--- src/rtl/wish_pack_var.sv ---
// wish_pack_var
//   Wishbone-style word packer. Collects 1..MAX_PACK narrow source words
//   (count chosen at runtime by cfg_pack_i) into one wide destination word.
//   A source flush closes the pack early. In that case d_sel_o and d_cnt_o
//   describe the partial pack.
//   The destination side has a one-deep output register. While it holds an
//   unacknowledged pack, the source can keep filling the accumulator. Only
//   the word that would close the next pack is stalled.
//
// Handshake: a source word transfers on every clock edge where s_ack_o=1.
//   s_ack_o is s_stb_i & s_cyc_i with no stall. A pack on the destination
//   side is presented with d_stb_o=d_cyc_o=1. It holds steady until
//   d_ack_i=1 is sampled on an edge.
//
// Ports:
//   clk_i, rst_i       clock, async active-high reset
//   cfg_pack_i         words per pack (0 or >MAX_PACK means MAX_PACK)
//   s_stb_i, s_cyc_i   source strobe / cycle
//   s_ack_o, s_stall_o source accept / hold (combinational)
//   s_dat_i, s_tgc_i   source word and tag
//   s_flush_i          this word ends the packet
//   d_stb_o, d_cyc_o   destination strobe / cycle (registered)
//   d_ack_i            destination accepts the pack
//   d_dat_o            packed data, unfilled slots zero
//   d_sel_o            slot-valid mask
//   d_cnt_o            number of valid words
//   d_tgc_o            OR of the tags of all packed words
module wish_pack_var #(
  parameter int DATA_WIDTH    = 8,
  parameter int MAX_PACK      = 4,
  parameter int TGC_WIDTH     = 2,
  parameter int LITTLE_ENDIAN = 1,
  localparam int CW = $clog2(MAX_PACK + 1)
) (
  input  logic                           clk_i,
  input  logic                           rst_i,
  input  logic [CW-1:0]                  cfg_pack_i,
  input  logic                           s_stb_i,
  input  logic                           s_cyc_i,
  output logic                           s_ack_o,
  output logic                           s_stall_o,
  input  logic [DATA_WIDTH-1:0]          s_dat_i,
  input  logic [TGC_WIDTH-1:0]           s_tgc_i,
  input  logic                           s_flush_i,
  output logic                           d_stb_o,
  output logic                           d_cyc_o,
  input  logic                           d_ack_i,
  output logic [DATA_WIDTH*MAX_PACK-1:0] d_dat_o,
  output logic [MAX_PACK-1:0]            d_sel_o,
  output logic [CW-1:0]                  d_cnt_o,
  output logic [TGC_WIDTH-1:0]           d_tgc_o
);

  localparam int PW = DATA_WIDTH * MAX_PACK;

  // Accumulator state
  logic [PW-1:0]        acc_buf;
  logic [CW-1:0]        acc_cnt;
  logic [TGC_WIDTH-1:0] acc_tgc;
  logic [CW-1:0]        pk;

  logic [CW-1:0]        cfg_clamped;
  logic [CW-1:0]        pk_eff;
  logic [CW-1:0]        cnt_inc;
  logic [CW-1:0]        slot;
  logic [CW-1:0]        sel_lo;
  logic [CW-1:0]        sel_hi;
  logic                 req;
  logic                 closes;
  logic [PW-1:0]        merged;
  logic [MAX_PACK-1:0]  sel_next;

  always_comb begin
    if (cfg_pack_i == '0 || cfg_pack_i > CW'(MAX_PACK)) cfg_clamped = CW'(MAX_PACK);
    else                                                 cfg_clamped = cfg_pack_i;

    // An empty accumulator follows the live configuration. Once a pack is
    // started, its size stays frozen in pk.
    pk_eff  = (acc_cnt == '0) ? cfg_clamped : pk;
    cnt_inc = acc_cnt + CW'(1);
    req     = s_stb_i & s_cyc_i & ~rst_i;
    closes  = (cnt_inc == pk_eff) | s_flush_i;

    // Big-endian fills from the top of the pk-slot window downward.
    // The occupied slots of a partial pack are therefore the window's top slots.
    slot    = (LITTLE_ENDIAN != 0) ? acc_cnt : (pk_eff - CW'(1) - acc_cnt);
    sel_lo  = (LITTLE_ENDIAN != 0) ? '0      : slot;
    sel_hi  = (LITTLE_ENDIAN != 0) ? acc_cnt : (pk_eff - CW'(1));

    merged   = acc_buf;
    sel_next = '0;
    for (int i = 0; i < MAX_PACK; i++) begin
      if (slot == CW'(i)) merged[i*DATA_WIDTH +: DATA_WIDTH] = s_dat_i;
      sel_next[i] = (CW'(i) >= sel_lo) && (CW'(i) <= sel_hi);
    end
  end

  // Only a closing word needs the output register, so only it can be stalled.
  assign s_stall_o = d_stb_o & ~d_ack_i & closes;
  assign s_ack_o   = req & ~s_stall_o;
  assign d_cyc_o   = d_stb_o;

  always_ff @(posedge clk_i or posedge rst_i) begin
    if (rst_i) begin
      acc_buf <= '0;
      acc_cnt <= '0;
      acc_tgc <= '0;
      pk      <= CW'(MAX_PACK);
      d_stb_o <= 1'b0;
      d_dat_o <= '0;
      d_sel_o <= '0;
      d_cnt_o <= '0;
      d_tgc_o <= '0;
    end else begin
      if (acc_cnt == '0) pk <= cfg_clamped;

      if (d_stb_o && d_ack_i) d_stb_o <= 1'b0;

      if (s_ack_o) begin
        if (closes) begin
          // A closing accept implies that the output register is free or is
          // being acknowledged now. A back-to-back load overrides the drop above.
          d_dat_o <= merged;
          d_sel_o <= sel_next;
          d_cnt_o <= cnt_inc;
          d_tgc_o <= acc_tgc | s_tgc_i;
          d_stb_o <= 1'b1;
          acc_buf <= '0;
          acc_cnt <= '0;
          acc_tgc <= '0;
        end else begin
          acc_buf <= merged;
          acc_cnt <= cnt_inc;
          acc_tgc <= acc_tgc | s_tgc_i;
        end
      end
    end
  end

endmodule
--- config.mk ---
export PLATFORM = sky130hd
export DESIGN_NAME = wish_pack_var
export DESIGN_NICKNAME = d
export VERILOG_FILES = /design/src/rtl/wish_pack_var.sv
export SDC_FILE = /design/constraint.sdc
export NUM_CORES = 1
export LEC_CHECK = 0
export ABC_CLOCK_PERIOD_IN_PS = 2900
export CORE_MARGIN = 5
export CORE_UTILIZATION = 55
export DETAILED_ROUTE_END_ITERATION = 7
export DONT_BUFFER_PORTS = 1
export HOLD_SLACK_MARGIN = 0.03
export PLACE_DENSITY = 0.73
export SETUP_SLACK_MARGIN = 0.15
export SLEW_MARGIN = 20
export SYNTH_ARGS = -nofsm -noshare
export SYNTH_HDL_FRONTEND = slang
export SYNTH_SLANG_ARGS = --single-unit
--- constraint.sdc ---
create_clock -name clk_i -period 2.9 [get_ports clk_i]
set_input_delay 0.145 -clock clk_i [delete_from_list [all_inputs] [get_ports clk_i]]
set_output_delay 0.145 -clock clk_i [all_outputs]
set_load 0.1 [all_outputs]
---- Word-level counts from Yosys, hierarchy flattened ----
Index checks and enable logic that the tools add are counted.
operators by class
  $add $sub $neg .......................... 1
  $lt $le $gt $ge ......................... 5
  equality and inequality tests ........... 4
  muxes and demuxes ....................... 12
  bitwise logic cells ..................... 10
  reduce and logical (&&, ||, !) cells .... 5
operators by type and width
  operator                                                        count
  two-way mux 32 bit                                              1
  two-way mux 8 bit                                               4
  two-way mux 3 bit                                               3
  == test 3 x 2 -> 1 bit (second input constant)                  2
  less-or-equal comparator 1 x 3 -> 1 bit (first input constant)  2
  less-or-equal comparator 2 x 3 -> 1 bit (first input constant)  2
  logical NOT 3 bit                                               2
  AND 1 bit                                                       5
  adder 3 x 1 -> 3 bit (second input constant)                    1
  == test 3 x 1 -> 1 bit (second input constant)                  1
  == test 3 bit                                                   1
  > comparator 3 bit (second input constant)                      1
  two-way mux 1 bit                                               3
  NOT 1 bit                                                       3
  two-way mux 2 bit                                               1
  bitwise OR 2 bit                                                1
  AND reduction 2 bit                                             1
  logical AND 1 bit                                               1
  logical OR 1 bit                                                1
  bitwise OR 1 bit                                                1
storage, ports and cells
  bits in registers ....................... 82
  input port bits ......................... 19
  output and inout port bits .............. 45
  word-level logic and storage cells ...... 46

---- Depth between registers and ports, before layout ----
Gate-level depths: netlist of run 1.
  depth after elaboration ................. 10
  depth in mapped cells ................... 10

---- Least setup slack after synthesis of run 1 ----
OpenSTA, ideal clock, no wires.
  path kind ............................... input to output
  start ................................... input rst_i
  end ..................................... output s_ack_o
  arrival time ............................ 3,333 ps
  data required time ...................... 2,755 ps
  path slack .............................. -578 ps
  stages .................................. 6
  path buffers ............................ 2
  cell sequence ........................... inv_1 and3_1 clkbuf_1 o21ai_4 buf_6 inv_1
between the ends
  cells in the longest elaborated chain, start to end .. 3
RTL lines
  what             RTL line  text
  start, declared  36        input logic rst_i,
  NOT 1 bit        81        req = s_stb_i & s_cyc_i & ~rst_i;
  AND 1 bit        81
  AND 1 bit        100       assign s_ack_o = req & ~s_stall_o;
  end, declared    40        output logic s_ack_o,
Every way passes these cells.

---- Final worst setup path of run 1 ----
  start ................................... register acc_cnt[0]
  end ..................................... output s_ack_o
between the ends
  elaborated cells on any way between the ends .. 8
  classes of those cells .................. add/sub (1); eq/ne (1); mux (1); bitwise (4); reduce/logical (1)
RTL lines
  what                    RTL line  text
  start, declared         58        logic [CW-1:0] acc_cnt;
  start signal, assigned  133       acc_cnt <= cnt_inc;
  adder 3 x 1 -> 3 bit    80        cnt_inc = acc_cnt + CW'(1);
  net cnt_inc[0]          64        logic [CW-1:0] cnt_inc;
  == test 3 bit           82        closes = (cnt_inc == pk_eff) | s_flush_i;
  bitwise OR 1 bit        82
  AND 1 bit               99        assign s_stall_o = d_stb_o & ~d_ack_i & closes;
  NOT 1 bit               100
  AND 1 bit               100
The timed path passes the listed nets, and every way through them passes these cells.

==> results of run 1 <==
[worst paths after layout]
check / startpoint / to / cells after the start
max: acc_cnt[0] / s_ack_o / 9
min: s_dat_i[5] / acc_buf[21] / 2
max reg2reg: acc_cnt[0] / acc_buf[11] / 10
min reg2reg: acc_buf[10] / acc_buf[10] / 1
max in group asynchronous: rst_i / acc_cnt[1] / 3
min in group asynchronous: rst_i / d_tgc_o[0] / 2
[metal layers]
| metal | track usage, % | wire, um | up-vias |
|---|---|---|---|
| li1 | - | - | 1418 |
| met1 | 32.3 | 4410 | 1537 |
| met2 | 35.4 | 4650 | 101 |
| met3 | 6.33 | 762 | 11 |
| met4 | 6.28 | 116 | 0 |
| met5 | 0 | 0 | - |
[synth_stat cells, types with 7 or more instances]
| cell | n |
|---|---|
| o2bb2ai_2 | 20 |
| dfrtp_1 | 81 |
| inv_1 | 8 |
| mux2i_1 | 29 |
| o21ai_1 | 40 |
| o2bb2ai_1 | 13 |
| o21ai_0 | 42 |
| nor2_1 | 9 |
| buf_2 | 7 |
| a22oi_1 | 29 |
| a21oi_1 | 14 |
| buf_1 | 9 |
| clkbuf_1 | 18 |
[sequential cells by signal (all words and copies together) (netlist names)]
register	count
acc_tgc	2
acc_cnt	3
acc_buf	32
d_tgc_o	2
d_dat_o	32
d_cyc_o	1
pk	3
d_cnt_o	3
d_sel_o	4
[through the flow]
step	worst slack (ns)	hold slack, ns	area [sq um]	instances	utilization (%)
detailed placement	0.348	-0.0811	4320	469	59.9
global placement	0.428	-0.0813	4320	469	59.9
CTS	0.154	0.0306	4640	497	64.3
finish	0.229	0.0388	4720	501	65.4
global route	0.143	0.0416	4720	501	65.4
floorplan	0.0364	0.304	4050	369	-
[cell type report]
| type | count | area, sq um |
|---|---|---|
| fill | 576 | 2500 |
| sequential | 82 | 2060 |
| multi-input combinational | 240 | 1840 |
| timing repair buffer | 54 | 462 |
| clock buffer | 12 | 145 |
| tap | 99 | 124 |
| clock inverter | 4 | 51.3 |
| inverter | 9 | 38.8 |
| antenna | 1 | 2.50 |
[cell families after synthesis]
group	after synthesis	synth area share [%]
muxes	30	7.46
and+or+nand+nor	37	4.95
xor gates and xnor gates	4	0.867
buffers and inverters	47	5.23
AOI/OAI and AO/OA	165	29.5
adders and majority gates	4	1.24
DFF	82	50.8
[what timing repair did]
action                                 in CTS  in global routing
pin swaps                                   1                  0
resized for setup                           3                  8
cloned                                      0                  0
setup buffers                               1                  3
endpoints found under the hold margin      69                  0
setup endpoints to repair                   2                  6
hold buffers                               11                  0
==> metrics.md, run 1 <==
| Metric | Value |
|---|---|
| Vert. Die Dim | `95.7 um` |
| Routed vias/inst | `6.12` |
| Die width | `95.7 um` |
| Count of final setup violators | `0` |
| 1st-iter DRT viols | `326` |
| H-tree levels | `3` |
| Final hold violations | `0` |
| Via count | `3067` |
| Post-route ant nets | `0` |
| Initial antenna violation count | `1` |
| TritonCTS buffer count | `9` |
| P&R area growth vs syn | `16.7%` |
| Area share of the largest cell type after synthesis | `50.1%` |
| Final period util | `92.1%` |
| Buf/Inv on CP | `3` |
| Vias in the first global route | `3002` |
| Clock skew | `0.00692 ns` |
| Max_slew headroom | `38.9%` |
| Most frequent cells in the layout | `dfrtp_1 (79), o21ai_0 (42), o21ai_1 (40), buf_4 (40)` |
| Core area | `7210 sq um` |
| Area leader, netlist | `dfrtp_1` |
| Leading cell type in the layout, fill and taps excluded | `dfrtp_1` |
| CP max-delay cell | `o31a_1` |
| EDFF count, synth | `0` |
| Min-Delay Path Class | `input port to flop` |
| Synth Instances | `369` |
| Clock latency on the worst-skew pair | `0.35 ns` |
| Overall routing resource usage | `23.0%` |
| Worst slew pin tran | `0.917 ns` |
| Delay-heaviest family, CP | `compound AO/OA/AOI/OAI gates` |
| Die area | `9170 sq um` |
| Final min period | `2.67 ns` |
| Register bit total from synthesis | `82` |
| Post-synthesis cell type count | `39` |
| Routed len/inst | `19.8 um` |
| Area contributors post-synth | `dfrtp_1 (50%), o2bb2ai_2 (7.4%), mux2i_1 (7.2%)` |
| Hpwl dp | `6350 um` |
| CP arrival | `2.53 ns` |
| Post-synthesis area per instance | `11.0 sq um` |
| RSZ-0062 raised after global routing | `no` |
| Worst setup EP type | `primary output` |
| Worst path required time | `2.76 ns` |
| Mapped cell area | `4040 sq um` |
| Synth Net Count | `392` |
| CTS tree | `done` |
| Slew Limit Fails | `0` |
| Nets | `419` |
| Largest net degree at the start of global routing | `81` |
| F_max | `374 MHz` |
| Status | `finished, final reports clean` |
| Asr flop ratio synth | `100%` |
| TNS Setup | `0 ns` |
| Io pins | `64` |
| Worst Path Max Fanout | `8` |
| CP Launch Type | `flop` |
| Gpl congestion | `0.839` |
| Number of port buffers | `0` |
| MaxCap Viol Count | `0` |
| Initial Utilization | `56.0%` |
| Synth warn | `0` |
| DRC | `0` |
| Register area share after synthesis | `50.8%` |
| GRT overflow | `0` |
| Clock slew at reported path FFs | `0.08 ns` |
| R2R Setup Slk | `0.42 ns` |
| FP Rows | `31` |
| Slowest stage delay, CP | `0.38 ns` |
| CTS sink cnt | `82` |
| Share of cells above drive strength 1 | `23.4%` |
| First-pass GRT wire length | `16000 um` |
| Total Wirelength | `9940 um` |
| Bufs on Longest Clock Path | `2` |
| Main synth FF type | `dfrtp_1` |
| CTS Root Cell | `clkbuf_8` |
| Total iterations of the first detailed-routing run | `5` |
| Crit Path Class | `flop to primary output` |
| Crit-path cells | `clkinv_2 -> ha_2 -> and2_1 -> o31ai_4 -> xnor2_2 -> o31a_1 -> o21ai_4 -> inv_1 -> buf_12` |
Power of run 1 is left out: the tool's default activity adds up to more than one toggle a clock period on the data nets, which glitch-free logic cannot reach.
==> run 2, diff against run 1 <==
Settings changed: CELL_PAD_IN_SITES_DETAIL_PLACEMENT set to 1, CELL_PAD_IN_SITES_GLOBAL_PLACEMENT set to 1, CORE_UTILIZATION 55 to 45, HOLD_SLACK_MARGIN 0.03 to unset, PLACE_DENSITY 0.73 to 0.75.
==> run 2 against run 1 <==
Net effect:
- clock skew is 0.0058 ns higher
- global-route usage is 2.0 points lower
- sequential cell count stayed put
- cell count is 1.0% higher
- setup slack better by 0.031 ns
- worst hold slack worse by 0.027 ns
- wire length is 15% higher
- maximum frequency is 1.2% higher
- non-clock buffer count is 3 lower
- die area is 20% higher
- clock-buffer cell count is 2 lower
- largest cell class unchanged
==> metrics.md, run 2 (same netlist as run 1, synthesis figures left out) <==
| Metric | Value |
|---|---|
| Status | `finished, final reports clean` |
| Clock latency on the worst-skew pair | `0.36 ns` |
| TritonCTS buffer count | `9` |
| Bufs on Longest Clock Path | `2` |
| Reg area | `2060 sq um` |
| RSZ-0062 raised after global routing | `no` |
| Initial antenna violation count | `0` |
| FP Rows | `34` |
| Vert. Die Dim | `105 um` |
| Worst Setup SP | `acc_cnt[0]` |
| Finished layout cell area | `4720 sq um` |
| Clock skew | `0.0127 ns` |
| Hpwl dp | `7170 um` |
| F_max | `379 MHz` |
| Leading cell type in the layout, fill and taps excluded | `dfrtp_1` |
| Gpl congestion | `0.866` |
| Core area | `8720 sq um` |
| First-pass GRT wire length | `18800 um` |
| CTS Root Cell | `clkbuf_8` |
| Worst reg2reg path endpoint | `acc_buf[18]` |
| R2R cell count | `9` |
| N_diodes | `0` |
| Min-Delay Path Class | `input port to flop` |
| Post-route ant nets | `0` |
| Clock slew at reported path FFs | `0.09 ns` |
| DP Area | `4320 sq um` |
| Largest net degree at the start of global routing | `68` |
| RR Startpoint | `acc_cnt[0]` |
| DRC | `0` |
| Share of cells above drive strength 1 | `22.9%` |
| Count of final setup violators | `0` |
| Via count | `3148` |
| TNS Setup | `0 ns` |
| CTS tree | `done` |
| CP Capture Point | `s_ack_o` |
| Overall routing resource usage | `21.1%` |
| Finished Layout Cells | `506` |
| Placed Cells | `475` |
| Die width | `105 um` |
| Initial Utilization | `46.4%` |
| Io pins | `64` |
| Crit Path Class | `flop to primary output` |
| P&R area growth vs syn | `16.8%` |
| Final period util | `91.0%` |
| Nets | `416` |
| R2R Setup Slk | `0.44 ns` |
| Die area | `11000 sq um` |
| Max_slew headroom | `38.7%` |
| H-tree levels | `3` |
| Hold WS | `0.0119 ns` |
| Worst setup EP type | `primary output` |
| Routed len/inst | `22.5 um` |
| Slew Limit Fails | `0` |
| MaxCap Viol Count | `0` |
| Final hold violations | `0` |
| Biggest regs | `acc_buf: 32 flops, d_dat_o: 32 flops, d_sel_o: 4 flops` |
| Worst slew pin tran | `0.919 ns` |
| Routed vias/inst | `6.22` |
| Total Wirelength | `11400 um` |
| 1st-iter DRT viols | `179` |
| CP Launch Type | `flop` |
| Worst Path Max Fanout | `8` |
| Area occupied by multi-input gates | `1850 sq um` |
| Number of port buffers | `0` |
| Final min period | `2.64 ns` |
| # fillers | `921` |
| Most frequent cells in the layout | `dfrtp_1 (79), o21ai_0 (42), o21ai_1 (40), buf_4 (36)` |
| CTS sink cnt | `82` |
| GRT overflow | `0` |
| Total iterations of the first detailed-routing run | `4` |
| Worst path required time | `2.76 ns` |
| CP arrival | `2.49 ns` |
| Vias in the first global route | `3381` |
-- run 2: layout make-up --
cell class	count	share of cell area, %
inverters	9	0.821
clock inverters	6	1.43
multi-input cells	240	39.1
flip-flops and latches	82	43.5
well taps	108	2.86
repair buffers	51	9.54
clock buffers	10	2.70
-- run 2: timing repair --
action	CTS	global route
endpoints found under the hold margin	62	0
resized for setup	7	5
pin swaps	1	3
setup buffers	1	2
setup endpoints to repair	2	2
hold buffers	12	0
-- run 2: stage by stage --
stage	utilization (%)	setup WS, ns
4_1_cts	53.6	0.170
3_5_place_dp	49.5	0.310
3_3_place_gp	49.5	0.477
5_1_grt	54.1	0.154
6_report	54.1	0.260
2_1_floorplan	-	0.0364
-- run 2: worst min path at each step --
stage                     depth (start not counted)  slack [ns]          end       start
final                                             2        0.01  d_dat_o[21]  s_dat_i[5]
after global routing                              2       0.002   acc_buf[0]  s_dat_i[0]
after CTS                                         2       0.002  acc_buf[22]  s_dat_i[6]
after detailed placement                          1        0.05  d_dat_o[10]       rst_i
after global placement                            1        0.04  d_dat_o[10]       rst_i
after floorplan                                   2        0.30   d_tgc_o[1]  s_tgc_i[1]
-- run 2: routing by layer --
| layer | wire length [um] | global-route usage [%] | share of wire [%] | vias up |
|---|---|---|---|---|
| met5 | 0 | 0 | 0 | - |
| met4 | 104 | 4.38 | 0.91 | 0 |
| met3 | 774 | 5.92 | 6.8 | 10 |
| met2 | 5270 | 32.6 | 46 | 80 |
| met1 | 5250 | 29.8 | 46 | 1645 |
| li1 | - | - | - | 1413 |
-- run 2: worst max-delay path, cell delays in order (launching register included) --
cell      delay [ns]
dfrtp_1         0.38
clkinv_2        0.16
ha_4            0.22
nor4bb_4        0.15
a21oi_2         0.19
xnor2_2         0.12
o31a_1          0.37
o21ai_4         0.22
inv_1           0.13
buf_12          0.19
Power of run 2 is left out for the same reason.
==> run 3, diff against run 2 <==
Settings changed: RECOVER_POWER set to 25.
==> run 3 against run 2 <==
Net effect:
- non-clock buffer count stayed put
- clock-buffer cell count stayed put
- critical path depth stayed put
- die area stayed put
- setup slack better by 0.0037 ns
- first-iteration DRC count is 6.1% lower
- worst hold slack hardly changed
- clock skew hardly changed
- core utilization is 0.80 points lower
- global-route usage stayed put
- register-to-register slack hardly changed
- critical endpoint unchanged
==> metrics.md, run 3 (same netlist as run 1, synthesis figures left out) <==
| Metric | Value |
|---|---|
| Die area | `11000 sq um` |
| Clock latency on the worst-skew pair | `0.36 ns` |
| CP Launch Type | `flop` |
| Nets | `416` |
| Final period util | `90.9%` |
| Hpwl dp | `7170 um` |
| M1 GR Usage | `29.8%` |
| Worst setup EP type | `primary output` |
| R2R Setup Slk | `0.45 ns` |
| Final hold violations | `0` |
| Gpl congestion | `0.866` |
| RR Startpoint | `acc_cnt[0]` |
| Largest net degree at the start of global routing | `68` |
| Share of cells above drive strength 1 | `18.3%` |
| Via count | `3134` |
| CTS Root Cell | `clkbuf_8` |
| Worst slew pin tran | `1.19 ns` |
| Hold path depth | `2` |
| N_diodes | `0` |
| Worst reg2reg path endpoint | `acc_buf[18]` |
| F_max | `379 MHz` |
| Clock skew | `0.0130 ns` |
| TritonCTS buffer count | `9` |
| Met3 Use GR | `5.92%` |
| CTS sink cnt | `82` |
| Status | `finished, final reports clean` |
| Final min period | `2.64 ns` |
| Clock slew at reported path FFs | `0.09 ns` |
| Biggest regs | `acc_buf: 32 flops, d_dat_o: 32 flops, d_sel_o: 4 flops` |
| CP arrival | `2.49 ns` |
| Die width | `105 um` |
| Post-route ant nets | `0` |
| Routed len/inst | `22.6 um` |
| Number of port buffers | `0` |
| Most frequent cells in the layout | `dfrtp_1 (79), o21ai_0 (42), o21ai_1 (40), a22oi_1 (29), mux2i_1 (29)` |
| Min-Delay Path Class | `input port to flop` |
| Hold path start | `s_dat_i[5]` |
| CTS tree | `done` |
| First-pass GRT wire length | `18800 um` |
| DRC | `0` |
| Total Wirelength | `11400 um` |
| Overall routing resource usage | `21.1%` |
| GRT overflow | `0` |
| Leading cell type in the layout, fill and taps excluded | `dfrtp_1` |
| MaxCap Viol Count | `0` |
| Most Crowded Layer GR | `met2` |
| WHS Endpoint | `d_dat_o[21]` |
| Worst path required time | `2.76 ns` |
| FP Rows | `34` |
| Bufs on Longest Clock Path | `2` |
| TNS Setup | `0 ns` |
| Met2 Use GR | `32.6%` |
| P&R area growth vs syn | `15.1%` |
| Routed vias/inst | `6.19` |
| Initial Utilization | `46.4%` |
| Io pins | `64` |
| Hold WS | `0.0118 ns` |
| RSZ-0062 raised after global routing | `no` |
| R2R cell count | `9` |
| Count of final setup violators | `0` |
| Total iterations of the first detailed-routing run | `4` |
| Initial antenna violation count | `0` |
| Vias in the first global route | `3381` |
| Max_slew headroom | `21.1%` |
| H-tree levels | `3` |
| Slew Limit Fails | `0` |
| 1st-iter DRT viols | `168` |
| Vert. Die Dim | `105 um` |
| Worst Path Max Fanout | `8` |
| Crit Path Class | `flop to primary output` |
| Core area | `8720 sq um` |
[run 3: changes by cell type in the layout (fill, tap and decap cells not counted), sizes merged]
| cell | previous run | this run |
|---|---|---|
| clkbuf | 10 | 29 |
| buf | 39 | 20 |
[run 3: worst max-delay path by stage]
| stage | startpoint | end |
|---|---|---|
| finish | acc_cnt[0] | s_ack_o |
| global route | acc_cnt[0] | s_ack_o |
| CTS | acc_cnt[0] | s_ack_o |
| detailed placement | acc_cnt[0] | acc_buf[18] |
| global placement | acc_cnt[0] | acc_buf[18] |
| floorplan | acc_cnt[0] | s_ack_o |
[run 3: final cells by class]
cell class,instances,area (sq um)
clock buffer,10,128
clock inverter,6,67.6
sequential,82,2060
timing repair buffer,51,380
inverter,9,38.8
multi-input combinational,240,1850
tap,108,135
fill,925,4070
[run 3: stage by stage]
step | util, % | setup WS (ns) | cell area [sq um] | instances
after floorplan | - | 0.0364 | 4050 | 369
after global placement | 49.5 | 0.477 | 4320 | 475
after detailed placement | 49.5 | 0.310 | 4320 | 475
after CTS | 53.6 | 0.170 | 4670 | 504
after global routing | 53.3 | 0.154 | 4650 | 506
final | 53.3 | 0.264 | 4650 | 506
[run 3: layer usage]
metal	vias to the layer above	share of wire (%)	routed length (um)
met5	-	0	0
met4	0	1.1	128
met3	12	7.3	834
met2	88	46	5280
met1	1623	45	5170
li1	1411	-	-
[run 3: what timing repair did]
action / in CTS / in global routing
hold endpoints to repair: 62 / 0
pin swaps: 1 / 3
resized for setup: 7 / 5
gates cloned: 0 / 0
endpoints found under the setup margin: 2 / 2
buffers inserted: 1 / 2
hold buffers: 12 / 0
[run 3: worst max-delay path, stage by stage (launching register included)]
cell      delay, ns
dfrtp_1        0.38
clkinv_2       0.16
ha_4           0.22
nor4bb_4       0.15
a21oi_2        0.19
xnor2_2        0.12
o31a_1         0.37
o21ai_4        0.22
inv_1          0.13
buf_12         0.19
Power of run 3 is left out for the same reason.
